==> src/rtl/muldiv_unit.sv <==
// Sequential multiply/divide unit with architectural HI/LO registers.
// Signed and unsigned MULT/DIV with MIPS semantics, one bit per cycle.
// Shift-add multiply and restoring divide both work on operand magnitudes.
// A FIX cycle then applies the result signs and writes HI/LO.
module muldiv_unit #(
  parameter int WIDTH = 32
) (
  input  logic             Clk,
  input  logic             reset,
  input  logic             start,
  input  logic [1:0]       op,
  input  logic [WIDTH-1:0] lhs,
  input  logic [WIDTH-1:0] rhs,
  input  logic             hi_we,
  input  logic             lo_we,
  input  logic [WIDTH-1:0] wdata,
  output logic [WIDTH-1:0] hi,
  output logic [WIDTH-1:0] lo,
  output logic             busy,
  output logic             done,
  output logic             div_by_zero
);

  localparam int CNT_W = $clog2(WIDTH + 1);

  typedef enum logic [1:0] {
    S_IDLE = 2'd0,
    S_RUN  = 2'd1,
    S_FIX  = 2'd2,
    S_DONE = 2'd3
  } state_t;

  state_t state, state_nxt;

  logic [CNT_W-1:0]   cnt;
  logic               is_div;
  logic               neg_res;   // quotient/product sign differs from magnitude
  logic               neg_rem;   // dividend was negative
  logic [WIDTH-1:0]   opnd;      // multiplicand or divisor magnitude
  logic [2*WIDTH-1:0] acc;       // {upper, lower}: product, or {rem, quo}

  logic [WIDTH:0]     mul_sum;
  logic [2*WIDTH-1:0] mul_next;
  logic [WIDTH:0]     div_up;
  logic               div_ok;
  logic [WIDTH-1:0]   div_rem;
  logic [2*WIDTH-1:0] div_next;
  logic               mtx_ok;    // MTHI/MTLO may be applied this cycle

  function automatic logic [WIDTH-1:0] cond_neg(input logic [WIDTH-1:0] v,
                                                input logic en);
    cond_neg = en ? -v : v;
  endfunction

  function automatic logic [2*WIDTH-1:0] cond_neg2(input logic [2*WIDTH-1:0] v,
                                                   input logic en);
    cond_neg2 = en ? -v : v;
  endfunction

  // Magnitude of a two's complement value when the op is signed.
  function automatic logic [WIDTH-1:0] mag(input logic [WIDTH-1:0] v,
                                           input logic is_signed);
    mag = cond_neg(v, is_signed & v[WIDTH-1]);
  endfunction

  // One shift-add step and one restoring-divide step, computed every cycle.
  always_comb begin
    mul_sum  = {1'b0, acc[2*WIDTH-1:WIDTH]} + {1'b0, opnd};
    mul_next = acc[0] ? {mul_sum, acc[WIDTH-1:1]}
                      : {1'b0, acc[2*WIDTH-1:1]};
    div_up   = acc[2*WIDTH-1:WIDTH-1];
    div_ok   = (div_up >= {1'b0, opnd});
    div_rem  = div_up[WIDTH-1:0] - opnd;
    div_next = div_ok ? {div_rem, acc[WIDTH-2:0], 1'b1}
                      : {acc[2*WIDTH-2:0], 1'b0};
  end

  // FSM state register.
  always_ff @(posedge Clk) begin
    if (reset) state <= S_IDLE;
    else       state <= state_nxt;
  end

  // FSM next-state logic: IDLE -> RUN -> FIX -> DONE -> IDLE.
  always_comb begin
    state_nxt = state;
    case (state)
      S_IDLE: if (start) state_nxt = S_RUN;
      S_RUN:  if (cnt == '0) state_nxt = S_FIX;
      S_FIX:  state_nxt = S_DONE;
      S_DONE: state_nxt = S_IDLE;
      default: state_nxt = S_IDLE;
    endcase
  end

  // An accepted start wins over a same-cycle MTHI/MTLO.
  assign mtx_ok = ((state == S_IDLE) && !start) || (state == S_DONE);

  // Operand latch, iteration, sign fix-up and HI/LO writes.
  always_ff @(posedge Clk) begin
    if (reset) begin
      cnt         <= '0;
      is_div      <= 1'b0;
      neg_res     <= 1'b0;
      neg_rem     <= 1'b0;
      opnd        <= '0;
      acc         <= '0;
      hi          <= '0;
      lo          <= '0;
      div_by_zero <= 1'b0;
    end else begin
      if (mtx_ok) begin
        if (hi_we) hi <= wdata;
        if (lo_we) lo <= wdata;
      end
      case (state)
        S_IDLE: begin
          if (start) begin
            is_div      <= op[1];
            neg_res     <= ~op[0] & (lhs[WIDTH-1] ^ rhs[WIDTH-1]);
            neg_rem     <= ~op[0] & lhs[WIDTH-1];
            div_by_zero <= 1'b0;
            cnt         <= CNT_W'(WIDTH);
            if (op[1]) begin
              opnd <= mag(rhs, ~op[0]);
              acc  <= {{WIDTH{1'b0}}, mag(lhs, ~op[0])};
            end else begin
              opnd <= mag(lhs, ~op[0]);
              acc  <= {{WIDTH{1'b0}}, mag(rhs, ~op[0])};
            end
          end
        end
        S_RUN: begin
          if (cnt != '0) begin
            acc <= is_div ? div_next : mul_next;
            cnt <= cnt - CNT_W'(1);
          end
        end
        S_FIX: begin
          if (is_div) begin
            // A zero divisor leaves rem = |dividend| (restored to lhs by the
            // sign fix) and forces an all-ones quotient.
            lo          <= (opnd == '0) ? {WIDTH{1'b1}}
                                        : cond_neg(acc[WIDTH-1:0], neg_res);
            hi          <= cond_neg(acc[2*WIDTH-1:WIDTH], neg_rem);
            div_by_zero <= (opnd == '0);
          end else begin
            {hi, lo} <= cond_neg2(acc, neg_res);
          end
        end
        default: ;
      endcase
    end
  end

  assign busy = (state == S_RUN) || (state == S_FIX);
  assign done = (state == S_DONE);

endmodule
==> config.mk <==
export PLATFORM = sky130hd
export DESIGN_NAME = muldiv_unit
export DESIGN_NICKNAME = d
export VERILOG_FILES = /design/src/rtl/muldiv_unit.sv
export SDC_FILE = /design/constraint.sdc
export NUM_CORES = 1
export LEC_CHECK = 0
export ABC_AREA = 1
export CELL_PAD_IN_SITES_DETAIL_PLACEMENT = 0
export CELL_PAD_IN_SITES_GLOBAL_PLACEMENT = 1
export CORE_MARGIN = 4
export CORE_UTILIZATION = 41
export CTS_BUF_LIST = sky130_fd_sc_hd__clkbuf_4
export CTS_CLUSTER_DIAMETER = 60
export DETAILED_ROUTE_END_ITERATION = 16
export GPL_TIMING_DRIVEN = 0
export PLACE_DENSITY = 0.82
export SLEW_MARGIN = 10
export SYNTH_ARGS = -nofsm -noshare
export SYNTH_HDL_FRONTEND = slang
export SYNTH_SLANG_ARGS = --single-unit
==> constraint.sdc <==
create_clock -name Clk -period 2.6 [get_ports Clk]
set_input_delay 0.39 -clock Clk [delete_from_list [all_inputs] [get_ports Clk]]
set_output_delay 0.39 -clock Clk [all_outputs]
set_load 0.02 [all_outputs]
== Word-level counts from Yosys, hierarchy flattened ==
Cells that the tools add are included.
W data, S select, Z words.

* Bits of input ports: 103
* Output and inout port bits: 67
* Word-level logic and storage cells: 81
* Flip-flop bits (word level): 172

* Bitwise gates (word level): 5
* Order comparisons: 1
* Add/subtract/negate cells: 8
* Mux-type cells: 31
* Eq/ne operators: 7
* Reduce and logical (&&, ||, !) cells: 19

{| class="wikitable"
|+ Operators with widths
! operator !! number
|-
| $mux W32 || 15
|-
| $mux W64 || 6
|-
| $neg A32 Y32 || 4
|-
| $pmux W64 S2 || 1
|-
| $neg A64 Y64 || 1
|-
| $add A32 B32 Y33 || 1
|-
| $ge A33 B32 Y1 || 1
|-
| $logic_not A32 Y1 || 1
|-
| $sub A32 B32 Y32 || 1
|-
| $mux W6 || 2
|-
| $pmux W6 S2 || 1
|-
| $reduce_bool A2 Y1 || 5
|-
| $ne A2 B2 Y1 const B || 4
|-
| $pmux W2 S4 || 1
|-
| $reduce_and A2 Y1 || 4
|-
| $logic_not A6 Y1 || 1
|-
| $reduce_and A3 Y1 || 2
|-
| $reduce_bool A6 Y1 || 1
|-
| $sub A6 B1 Y6 const B || 1
|-
| $eq A2 B2 Y1 const B || 2
|-
| $mux W2 || 2
|-
| $and A1 B1 Y1 || 3
|-
| $eq A2 B1 Y1 const B || 1
|-
| $logic_not A2 Y1 || 1
|-
| 7 further kinds || 9
|}

== Longest topological paths before layout ==
Gate-level depths: netlist (run 1).

* Depth after elaboration: 6
* Gate-level depth with buffers: 18

== Worst setup path after synthesis (run 1) ==
Ideal clock, no wire load.

* Path kind: register to register
* Start point: register acc[0]
* End point: register hi[20]
* Path buffers: 2
* Clock period less this slack: 2.390 ns
* Cell stages (with the launch flop): 15
* Arrival time: 2.321 ns
* Setup slack: 0.210 ns
* Path through: dfxtp_1 -> inv_2 -> clkbuf_1 -> buf_1 -> ha_1 -> nand3_2 -> nor2_4 -> nand3_2 -> nor2_2 -> nand3_2 -> nand2_2 -> nand3_1 -> a21oi_1 -> o21ai_1 -> a21oi_1

* Cells in the longest elaborated chain, start to end: 4

{| class="wikitable"
|+ RTL lines
! element !! line !! source
|-
| from (decl) || 40 || <nowiki>logic [2*WIDTH-1:0] acc;</nowiki>
|-
| from (signal assigned) || 126 || <nowiki>acc <= {{WIDTH{1'b0}}, mag(lhs, ~op[0])};</nowiki>
|-
| from (signal assigned) || 129 || <nowiki>acc <= {{WIDTH{1'b0}}, mag(rhs, ~op[0])};</nowiki>
|-
| from (signal assigned) || 135 || <nowiki>acc <= is_div ? div_next : mul_next;</nowiki>
|-
| $neg A64 Y64 || 57 || <nowiki>cond_neg2 = en ? -v : v;</nowiki>
|-
| $mux W64 || 57 ||
|-
| $mux W32 || 140 || <nowiki>if (is_div) begin</nowiki>
|-
| $mux W32 || 116 || <nowiki>case (state)</nowiki>
|-
| to (signal assigned) || 113 || <nowiki>if (hi_we) hi <= wdata;</nowiki>
|-
| to (signal assigned) || 145 || <nowiki>hi <= cond_neg(acc[2*WIDTH-1:WIDTH], neg_rem);</nowiki>
|-
| to (signal assigned) || 148 || <nowiki>{hi, lo} <= cond_neg2(acc, neg_res);</nowiki>
|-
| to (decl) || 17 || <nowiki>output logic [WIDTH-1:0] hi,</nowiki>
|}

No other way between the ends.
A chain may end at the register's enable or synchronous reset.

== Worst setup path after layout (run 1) ==
* Start point: register acc[58]
* End point: register acc[55]

* Cells in the longest elaborated chain, start to end: 5

{| class="wikitable"
|+ RTL lines
! element !! line !! source
|-
| $ge A33 B32 Y1 || 72 || <nowiki>div_ok = (div_up >= {1'b0, opnd});</nowiki>
|-
| $mux W64 || 74 || <nowiki>div_next = div_ok ? {div_rem, acc[WIDTH-2:0], 1'b1}</nowiki>
|-
| $mux W64 || 135 ||
|-
| $mux W64 || 134 || <nowiki>if (cnt != '0) begin</nowiki>
|-
| $pmux W64 S2 || 116 ||
|}

No other way between the ends. The select of a mux whose other input is x is not followed.

==> metrics.md, run 1 <==
| Metric | Value |
|---|---|
| Number of levels the H-tree was split into | `4` |
| Standby leakage power | `10.8 nW` |
| Tcrit/Tclk final | `102%` |
| Global router's overall resource usage | `38.5%` |
| TritonCTS Buffers | `17` |
| Worst clock skew | `34.6 ps` |
| Top Family by Delay on Critical Path | `simple AND/OR/NAND/NOR gates` |
| Clk sink count | `172` |
| Worst Setup Slack, final | `-42.0 ps` |
| Number of different library cells in the post-synthesis netlist | `45` |
| Gp weighted congestion | `1.06` |
| Total number of vias | `23.9k` |
| Post-route non-filler standard cell count | `4179` |
| Detailed Route WL | `96100 µm` |
| Critical Path, Cell by Cell | `ha_4 -> nand2_2 -> inv_1 -> nand2_1 -> nand2_1 -> a21oi_4 -> nand2_2 -> nor2_4 -> buf_12 -> nand2_8 -> buf_8 -> nand4_1 -> nand4_1 -> a21oi_2` |
| Max-cap violations | `0` |
| Hold-critical path depth | `3` |
| Endpoint required time on the critical path | `3190 ps` |
| Proportion of register bits with asynchronous set or reset after synthesis | `0%` |
| Sequential element share of the synthesized area | `18.9%` |
| Post-route DRC | `0` |
| Port Buffer Count | `167` |
| Least-Margin Pin Slew | `1030 ps` |
| Endpoint of the worst hold-timing path | `lo[0]` |
| Run status | `finished with violations` |
| Largest fanout on the critical path | `6` |
| Start-to-end type of the worst setup path | `reg2reg` |
| Number of flops mapped to enable cells by yosys | `0` |
| Maximum clock rate | `379 MHz` |
| Clock tree from TritonCTS | `yes` |
| Highest ir drop seen on vdd | `0.741 mV` |
| Share of cell area taken by muxes after synthesis | `0%` |
| Critical path buffer and inverter count | `3` |
| Slack of the worst reg-to-reg path | `-40 ps` |
| Synth top area share | `19.8%` |
| Number of warnings issued by yosys | `0` |
| Gate count of the mapped netlist | `3331` |
| Final setup violation count | `3` |
| Setup repair after global routing missed its margin | `true` |
| Most used flip-flop cell after synthesis | `sky130_fd_sc_hd__dfxtp_1` |
| CP Capture Type | `register` |
| Arrival @ worst endpoint | `3240 ps` |
| Combined area of all synthesized cells | `18300 µm²` |
| Clk slew on worst S/H paths | `170 ps` |
| Launch point of the worst reg-to-reg path | `acc[58]` |
| Commonest cells post-synth | `sky130_fd_sc_hd__nand2_1 (964), sky130_fd_sc_hd__inv_1 (476), sky130_fd_sc_hd__nor2_1 (346), sky130_fd_sc_hd__nand3_1 (283), sky130_fd_sc_hd__a21oi_1 (282)` |
| Power density of the placed cells | `1010 nW/µm²` |
| Fraction of the mapped netlist area in compound gates | `19.0%` |
| Core box area | `44100 µm²` |
| Nets | `3752` |
| Max-slew violation count | `0` |
| Cell taking the most area after synthesis | `sky130_fd_sc_hd__nand2_1` |
| Antenna-violating nets left | `0` |
| Largest cells by area after synthesis | `sky130_fd_sc_hd__nand2_1 (20%), sky130_fd_sc_hd__dfxtp_1 (19%), sky130_fd_sc_hd__inv_1 (9.8%), sky130_fd_sc_hd__nand3_1 (7.8%), sky130_fd_sc_hd__a21oi_1 (7.7%)` |
| Vias per std cell | `5.71` |
| # IOs | `170` |
| Setup_tns | `-97.1 ps` |
| Die area | `48000 µm²` |
| Row count | `77` |
| First-pass GRT wire length | `138000 µm` |
| Power consumption | `22.8 mW` |
| Time the final worst path needs with I/O delays and setup | `2640 ps` |
| Relative slew slack | `31.3%` |
| Synth Area in XOR/XNOR | `3.79%` |
| Effective utilization at floorplan | `41.4%` |
| Violations in the final reports | `setup timing` |
| Synth-to-layout area growth | `23.8%` |
| Critical Path Max Stage Delay | `530 ps` |
| Basic-gate share of the synthesized area counting and, or, nand and nor cells | `40.2%` |
| Global route overflow | `0` |
| Synthesized Nets | `3511` |
| Placed Instances | `4090` |
| Type of element launching the critical path | `register` |
| Proportion of layout cells with a drive suffix above 1 | `10.2%` |
| Cts hold-fix bufs | `0` |
| Flip-flop and latch count after synthesis | `172` |
| Number of design-rule violations left by the first detailed-router iteration | `2966` |
| Number of buffers on the longest clock path | `2` |
| Worst Min Path Start | `wdata[0]` |
| Slowest cell on crit path | `sky130_fd_sc_hd__dfxtp_2` |
| Avg Synthesized Cell Area | `5.48 µm²` |
| R2R depth | `14` |
| Final hold vios | `0` |
| Insertion delay of the later-clocked pin in the worst-skew pair | `670 ps` |
| Combinational family with the most area after synthesis | `simple AND/OR/NAND/NOR gates` |
| Path class of the lowest-slack min-delay path | `in2reg` |
| Clock root buffer master | `sky130_fd_sc_hd__clkbuf_4` |
| Sum of net half-perimeters after detailed placement | `78900 µm` |
| Avg WL per Cell | `23.0 µm` |
| Most used standard cell by instance count after synthesis | `sky130_fd_sc_hd__nand2_1` |
| Die height | `219 µm` |
| Worst R2R End | `acc[55]` |
| Die width | `219 µm` |
| Antenna violations before repair | `2` |
| Via count of the first global-routing pass | `21.9k` |
| Adder-Cell Fraction of Synth Area | `5.36%` |
| Critical Path Source | `acc[58]` |
| Largest net degree at the start of global routing | `17` |
| Count of fill cells added during filler insertion | `4818` |
| Number of optimization iterations in the first detailed-route pass | `8` |
flip-flops by register name, summed over array words and instances (netlist names):
signal       count
neg_res          1
cnt              6
neg_rem          1
acc             64
hi              32
lo              32
div_by_zero      1
opnd            32
state            2
is_div           1
worst max path at each step:
stage	endpoint	slack, ps	cells after the start
global route	acc[55]	-120	15
global placement	lo[18]	-1260	11
finish	acc[55]	-40	14
floorplan	hi[20]	210	14
detailed placement	lo[18]	-1230	11
CTS	acc[55]	-40	15
per-layer routing:
| metal | vias up | global-route usage [%] | share of wire [%] |
|---|---|---|---|
| li1 | 11300 | - | - |
| met1 | 11000 | 51.9 | 41 |
| met2 | 1343 | 58.9 | 42 |
| met3 | 244 | 9.35 | 12 |
| met4 | 0 | 16.0 | 5.1 |
| met5 | - | 0 | 0 |
placed cells by master, fill, tap and decap left out, types with 36 or more instances in the layout:
| master | Yosys | layout |
|---|---|---|
| sky130_fd_sc_hd__buf_4 | 0 | 49 |
| sky130_fd_sc_hd__nand2_1 | 964 | 944 |
| sky130_fd_sc_hd__ha_1 | 75 | 39 |
| sky130_fd_sc_hd__a21oi_1 | 282 | 270 |
| sky130_fd_sc_hd__nand3_1 | 283 | 265 |
| sky130_fd_sc_hd__nand4_1 | 55 | 55 |
| sky130_fd_sc_hd__dfxtp_1 | 172 | 107 |
| sky130_fd_sc_hd__o211ai_1 | 36 | 36 |
| sky130_fd_sc_hd__clkdlybuf4s50_1 | 0 | 166 |
| sky130_fd_sc_hd__nor2_1 | 346 | 322 |
| sky130_fd_sc_hd__xor2_1 | 63 | 63 |
| sky130_fd_sc_hd__dfxtp_4 | 0 | 45 |
| sky130_fd_sc_hd__clkbuf_1 | 99 | 85 |
| sky130_fd_sc_hd__inv_1 | 476 | 453 |
| sky130_fd_sc_hd__o21ai_0 | 242 | 235 |
worst reg2reg max path, cell delays in order (launching register included):
cell and delay, ps:
sky130_fd_sc_hd__dfxtp_2 530, sky130_fd_sc_hd__ha_4 280, sky130_fd_sc_hd__nand2_2 100, sky130_fd_sc_hd__inv_1 40, sky130_fd_sc_hd__nand2_1 50, sky130_fd_sc_hd__nand2_1 90, sky130_fd_sc_hd__a21oi_4 220, sky130_fd_sc_hd__nand2_2 90
sky130_fd_sc_hd__nor2_4 190, sky130_fd_sc_hd__buf_12 160, sky130_fd_sc_hd__nand2_8 90, sky130_fd_sc_hd__buf_8 150, sky130_fd_sc_hd__nand4_1 180, sky130_fd_sc_hd__nand4_1 150, sky130_fd_sc_hd__a21oi_2 220
area by class of cell:
class	count	area, µm²	area share (%)
Antenna cell	2	5.00	0.0221
Buffer	123	563	2.49
Timing Repair Buffer	221	2150	9.49
Clock inverter	15	160	0.708
Multi-Input combinational cell	2549	13300	59.0
Tap cell	592	741	3.28
Inverter	488	1890	8.35
Sequential cell	172	3640	16.1
Clock buffer	17	128	0.564
power by group:
group          leakage (nW)  internal, mW  switching [mW]
clock                 0.149         0.584            1.10
combinational          9.18          5.33            11.2
sequential             1.45          3.49            1.06
kinds of logic (layout without fill, tap and decap cells):
kind of cell | count (synthesis) | after routing
compound gates | 646 | 646
xor+xnor | 79 | 79
fa+ha+maj | 77 | 77
buf+inv | 611 | 864
flops | 172 | 172
other cells | 0 | 2
simple gates | 1746 | 1747
what timing repair did:
item | 4_1_cts | 5_1_grt
resized for setup | 182 | 149
gates cloned | 0 | 2
endpoints found under the setup margin | 108 | 126
pin swaps | 8 | 34
setup buffers | 21 | 32
through the flow:
stage                     setup slack, ps  hold slack, ps  util [%]  cell area (µm²)
after CTS                           -41.9             244      49.4            21800
after global routing                 -121             253      51.2            22600
after global placement              -1260             480      46.9            20700
after detailed placement            -1230             508      46.9            20700
final                               -42.0             303      51.3            22600
after floorplan                       210             448         -            18300
Note: power is estimated with default switching activity, not from simulation.
==> inputs of run 2 (changes only) <==
--- a/config.mk
+++ b/config.mk
@@ -13,7 +13,6 @@
 export CTS_BUF_LIST = sky130_fd_sc_hd__clkbuf_4
 export CTS_CLUSTER_DIAMETER = 60
 export DETAILED_ROUTE_END_ITERATION = 16
-export GPL_TIMING_DRIVEN = 0
 export PLACE_DENSITY = 0.82
 export SLEW_MARGIN = 10
 export SYNTH_ARGS = -nofsm -noshare
==> run 2 against run 1 <==
The flow now finishes without violations. Critical endpoint is now acc[58]. Die area stayed put. Combinational power is 5% higher. Cell count is 3.8% higher. First-iteration DRC count is 7.0% higher. Via count is 1.9% higher. Final area is 3.7% higher. Fmax is 4.2% higher. Wire length is 3.0% lower. Clock skew is 18 ps higher.
==> metrics.md, run 2 (same netlist as run 1, synthesis figures left out) <==
| Metric | Value |
|---|---|
| Post-route DRC | `0 (unchanged)` |
| Worst R2R End | `acc[58]` |
| Final hold vios | `0 (unchanged)` |
| Post-route non-filler standard cell count | `4338 (+3.8%)` |
| Time the final worst path needs with I/O delays and setup | `2540 ps (-106 ps)` |
| Core box area | `44100 µm² (unchanged)` |
| Final setup violation count | `0 (-3)` |
| Effective utilization at floorplan | `41.4% (unchanged)` |
| Highest ir drop seen on vdd | `1.42 mV (+92%)` |
| Launch point of the worst reg-to-reg path | `acc[41]` |
| Worst clock skew | `52.7 ps (+18.1 ps)` |
| Largest register by flop count | `acc` |
| Antenna violations before repair | `3 (+1)` |
| Global router's overall resource usage | `37.4% (-1.1 points)` |
| Run status | `finished, final reports clean` |
| Max-slew violation count | `0 (unchanged)` |
| P_int | `10.1 mW (+7.3%)` |
| Number of optimization iterations in the first detailed-route pass | `6 (-2)` |
| Arrival @ worst endpoint | `3210 ps (-30 ps)` |
| Antenna-violating nets left | `0 (unchanged)` |
| Number of flip-flops in the largest register | `64 (unchanged)` |
| Row count | `77 (unchanged)` |
| Most frequent cells in the layout | `sky130_fd_sc_hd__nand2_1 (951), sky130_fd_sc_hd__inv_1 (474), sky130_fd_sc_hd__nor2_1 (330), sky130_fd_sc_hd__buf_4 (319), sky130_fd_sc_hd__nand3_1 (274)` |
| Number of levels the H-tree was split into | `4 (unchanged)` |
| First-pass GRT wire length | `136000 µm (-1.6%)` |
| Hold-critical path depth | `4 (+1)` |
| Die area | `48000 µm² (unchanged)` |
| Total number of vias | `24.3k (+1.9%)` |
| Slack of the worst reg-to-reg path | `60 ps (+110 ps)` |
| Clock tree from TritonCTS | `yes` |
| Number of buffers on the longest clock path | `2 (unchanged)` |
| Relative slew slack | `49.7% (+18 points)` |
| Gp weighted congestion | `1.07 (+0.94%)` |
| Placed Instances | `4298 (+5.1%)` |
| Die height | `219 µm (unchanged)` |
| R2R depth | `16 (+2)` |
| Synth-to-layout area growth | `28.4%` |
| Via count of the first global-routing pass | `22.1k (+0.97%)` |
| CP Capture Type | `register` |
| Path class of the lowest-slack min-delay path | `in2reg` |
| # IOs | `170 (unchanged)` |
| Largest net degree at the start of global routing | `73 (+56)` |
| Number of design-rule violations left by the first detailed-router iteration | `3173 (+7.0%)` |
| Proportion of power drawn by flip-flops and latches | `18.1% (-1.9 points)` |
| Clock root buffer master | `sky130_fd_sc_hd__clkbuf_4` |
| Largest fanout on the critical path | `6 (unchanged)` |
| Critical Path Source | `acc[41]` |
| Vias per std cell | `5.60 (-1.9%)` |
| Pre-CTS setup slack | `-216 ps (+1010 ps)` |
| Avg WL per Cell | `21.5 µm (-6.6%)` |
| TritonCTS Buffers | `17 (unchanged)` |
| Die width | `219 µm (unchanged)` |
| Detailed Route WL | `93100 µm (-3.0%)` |
| Share of total power consumed by net switching | `56.4% (-2.3 points)` |
| Sum of net half-perimeters after detailed placement | `76600 µm (-2.9%)` |
| Tcrit/Tclk final | `97.5% (-4.1 points)` |
| Power density of the placed cells | `987 nW/µm² (-1.9%)` |
| Leading cell type in the layout, fill and taps excluded | `sky130_fd_sc_hd__nand2_1` |
| Cts hold-fix bufs | `0 (unchanged)` |
| Insertion delay of the later-clocked pin in the worst-skew pair | `740 ps (+70 ps)` |
| Combinational share of power | `74.9% (+2.2 points)` |
| Proportion of layout cells with a drive suffix above 1 | `13.3% (+3.1 points)` |
| Port Buffer Count | `169 (+1.2%)` |
| Endpoint required time on the critical path | `3270 ps (+80 ps)` |
| Power consumption | `23.1 mW (+1.7%)` |
| Global route overflow | `0 (unchanged)` |
| Clk sink count | `172 (unchanged)` |
| Max-cap violations | `0 (unchanged)` |
| Worst Setup Slack, final | `63.8 ps (+106 ps)` |
| Type of element launching the critical path | `register` |
| Start-to-end type of the worst setup path | `reg2reg` |
| Clk slew on worst S/H paths | `180 ps (about the same)` |
| Nets | `3910 (+4.2%)` |
| Relative contribution of the clock network to total power | `7.0% (-0.4 points)` |
| Least-Margin Pin Slew | `747 ps (-284 ps)` |
| Endpoint of the worst hold-timing path | `acc[10]` |
| Setup repair after global routing missed its margin | `true` |
| Standby leakage power | `11.8 nW (+9.6%)` |
| Maximum clock rate | `394 MHz (+4.2%)` |
| Worst Min Path Start | `reset` |
| Net switching component of the power | `13.0 mW (-2.3%)` |
[run 2: changes by cell type in the layout (fill, tap and decap cells not counted), moves of 15 or more]
cell,previous run,this run
sky130_fd_sc_hd__buf_4,49,319
sky130_fd_sc_hd__clkbuf_1,85,0
sky130_fd_sc_hd__dfxtp_1,107,156
sky130_fd_sc_hd__dfxtp_4,45,3
sky130_fd_sc_hd__ha_4,33,7
sky130_fd_sc_hd__ha_1,39,61
sky130_fd_sc_hd__inv_1,453,474
sky130_fd_sc_hd__clkinvlp_4,16,1
[run 2: worst max-delay path: stages (launching register included)]
cell                       delay [ps]
sky130_fd_sc_hd__dfxtp_4          410
sky130_fd_sc_hd__buf_4            170
sky130_fd_sc_hd__ha_2             320
sky130_fd_sc_hd__nand2_2          120
sky130_fd_sc_hd__inv_1             60
sky130_fd_sc_hd__nand2_1           60
sky130_fd_sc_hd__nand2_1           90
sky130_fd_sc_hd__nand3b_1         320
sky130_fd_sc_hd__nand2_1          180
sky130_fd_sc_hd__nand2_1           60
sky130_fd_sc_hd__nand2_1           60
sky130_fd_sc_hd__nand3_1           90
sky130_fd_sc_hd__nand2_1          130
sky130_fd_sc_hd__nand2_1          110
sky130_fd_sc_hd__nor2_2           150
sky130_fd_sc_hd__nor2_1            60
sky130_fd_sc_hd__nor2_1            90
[run 2: area by class of cell]
| cell class | instances | area (µm²) |
|---|---|---|
| clock inverters | 14 | 140 |
| flip-flops and latches | 172 | 3470 |
| multi-input cells | 2549 | 12800 |
| well taps | 592 | 741 |
| inverters | 488 | 1840 |
| repair buffers | 502 | 4320 |
| diodes | 3 | 7.51 |
| clock buffers | 18 | 135 |
| fillers | 4654 | 20700 |
[run 2: worst max-delay path by stage]
stage,end,cells after the start
6_report,acc[58],16
4_1_cts,acc[45],15
2_1_floorplan,hi[20],14
5_1_grt,acc[45],15
3_5_place_dp,acc[25],12
3_3_place_gp,acc[25],12
[run 2: routing by layer]
layer | GRT usage (%) | wire (µm) | up-vias
met4 | 16.0 | 4650 | 2
met5 | 0 | 11 | -
met1 | 50.0 | 38500 | 11200
met3 | 8.09 | 9430 | 228
li1 | - | - | 11600
met2 | 58.1 | 40500 | 1341
[run 2: power groups by stage]
| stage | Sequential (mW) | Clock, mW | Combinational [mW] |
|---|---|---|---|
| floorplan | 4.51 | 0 | 8.83 |
| global placement | 4.19 | 0 | 16.4 |
| detailed placement | 4.21 | 0 | 16.4 |
| CTS | 4.15 | 1.68 | 16.5 |
| global route | 4.27 | 1.75 | 18.6 |
| finish | 4.19 | 1.62 | 17.3 |
[run 2: timing repair]
item | CTS | global route
setup buffers | 0 | 3
gates cloned | 0 | 2
pin swaps | 0 | 9
endpoints found under the setup margin | 17 | 31
resized for setup | 7 | 87
[run 2: per-stage QoR]
| stage | TNS, ps | cell area [µm²] | hold WS, ps | utilization, % |
|---|---|---|---|---|
| 6_report | 0 | 23400 | 111 | 53.1 |
| 5_1_grt | -71.7 | 23400 | 105 | 53.1 |
| 4_1_cts | 0 | 23100 | 6.19 | 52.3 |
| 3_5_place_dp | -1430 | 22800 | 478 | 51.7 |
| 3_3_place_gp | -1210 | 22800 | 462 | 51.7 |
| 2_1_floorplan | 0 | 18300 | 448 | - |
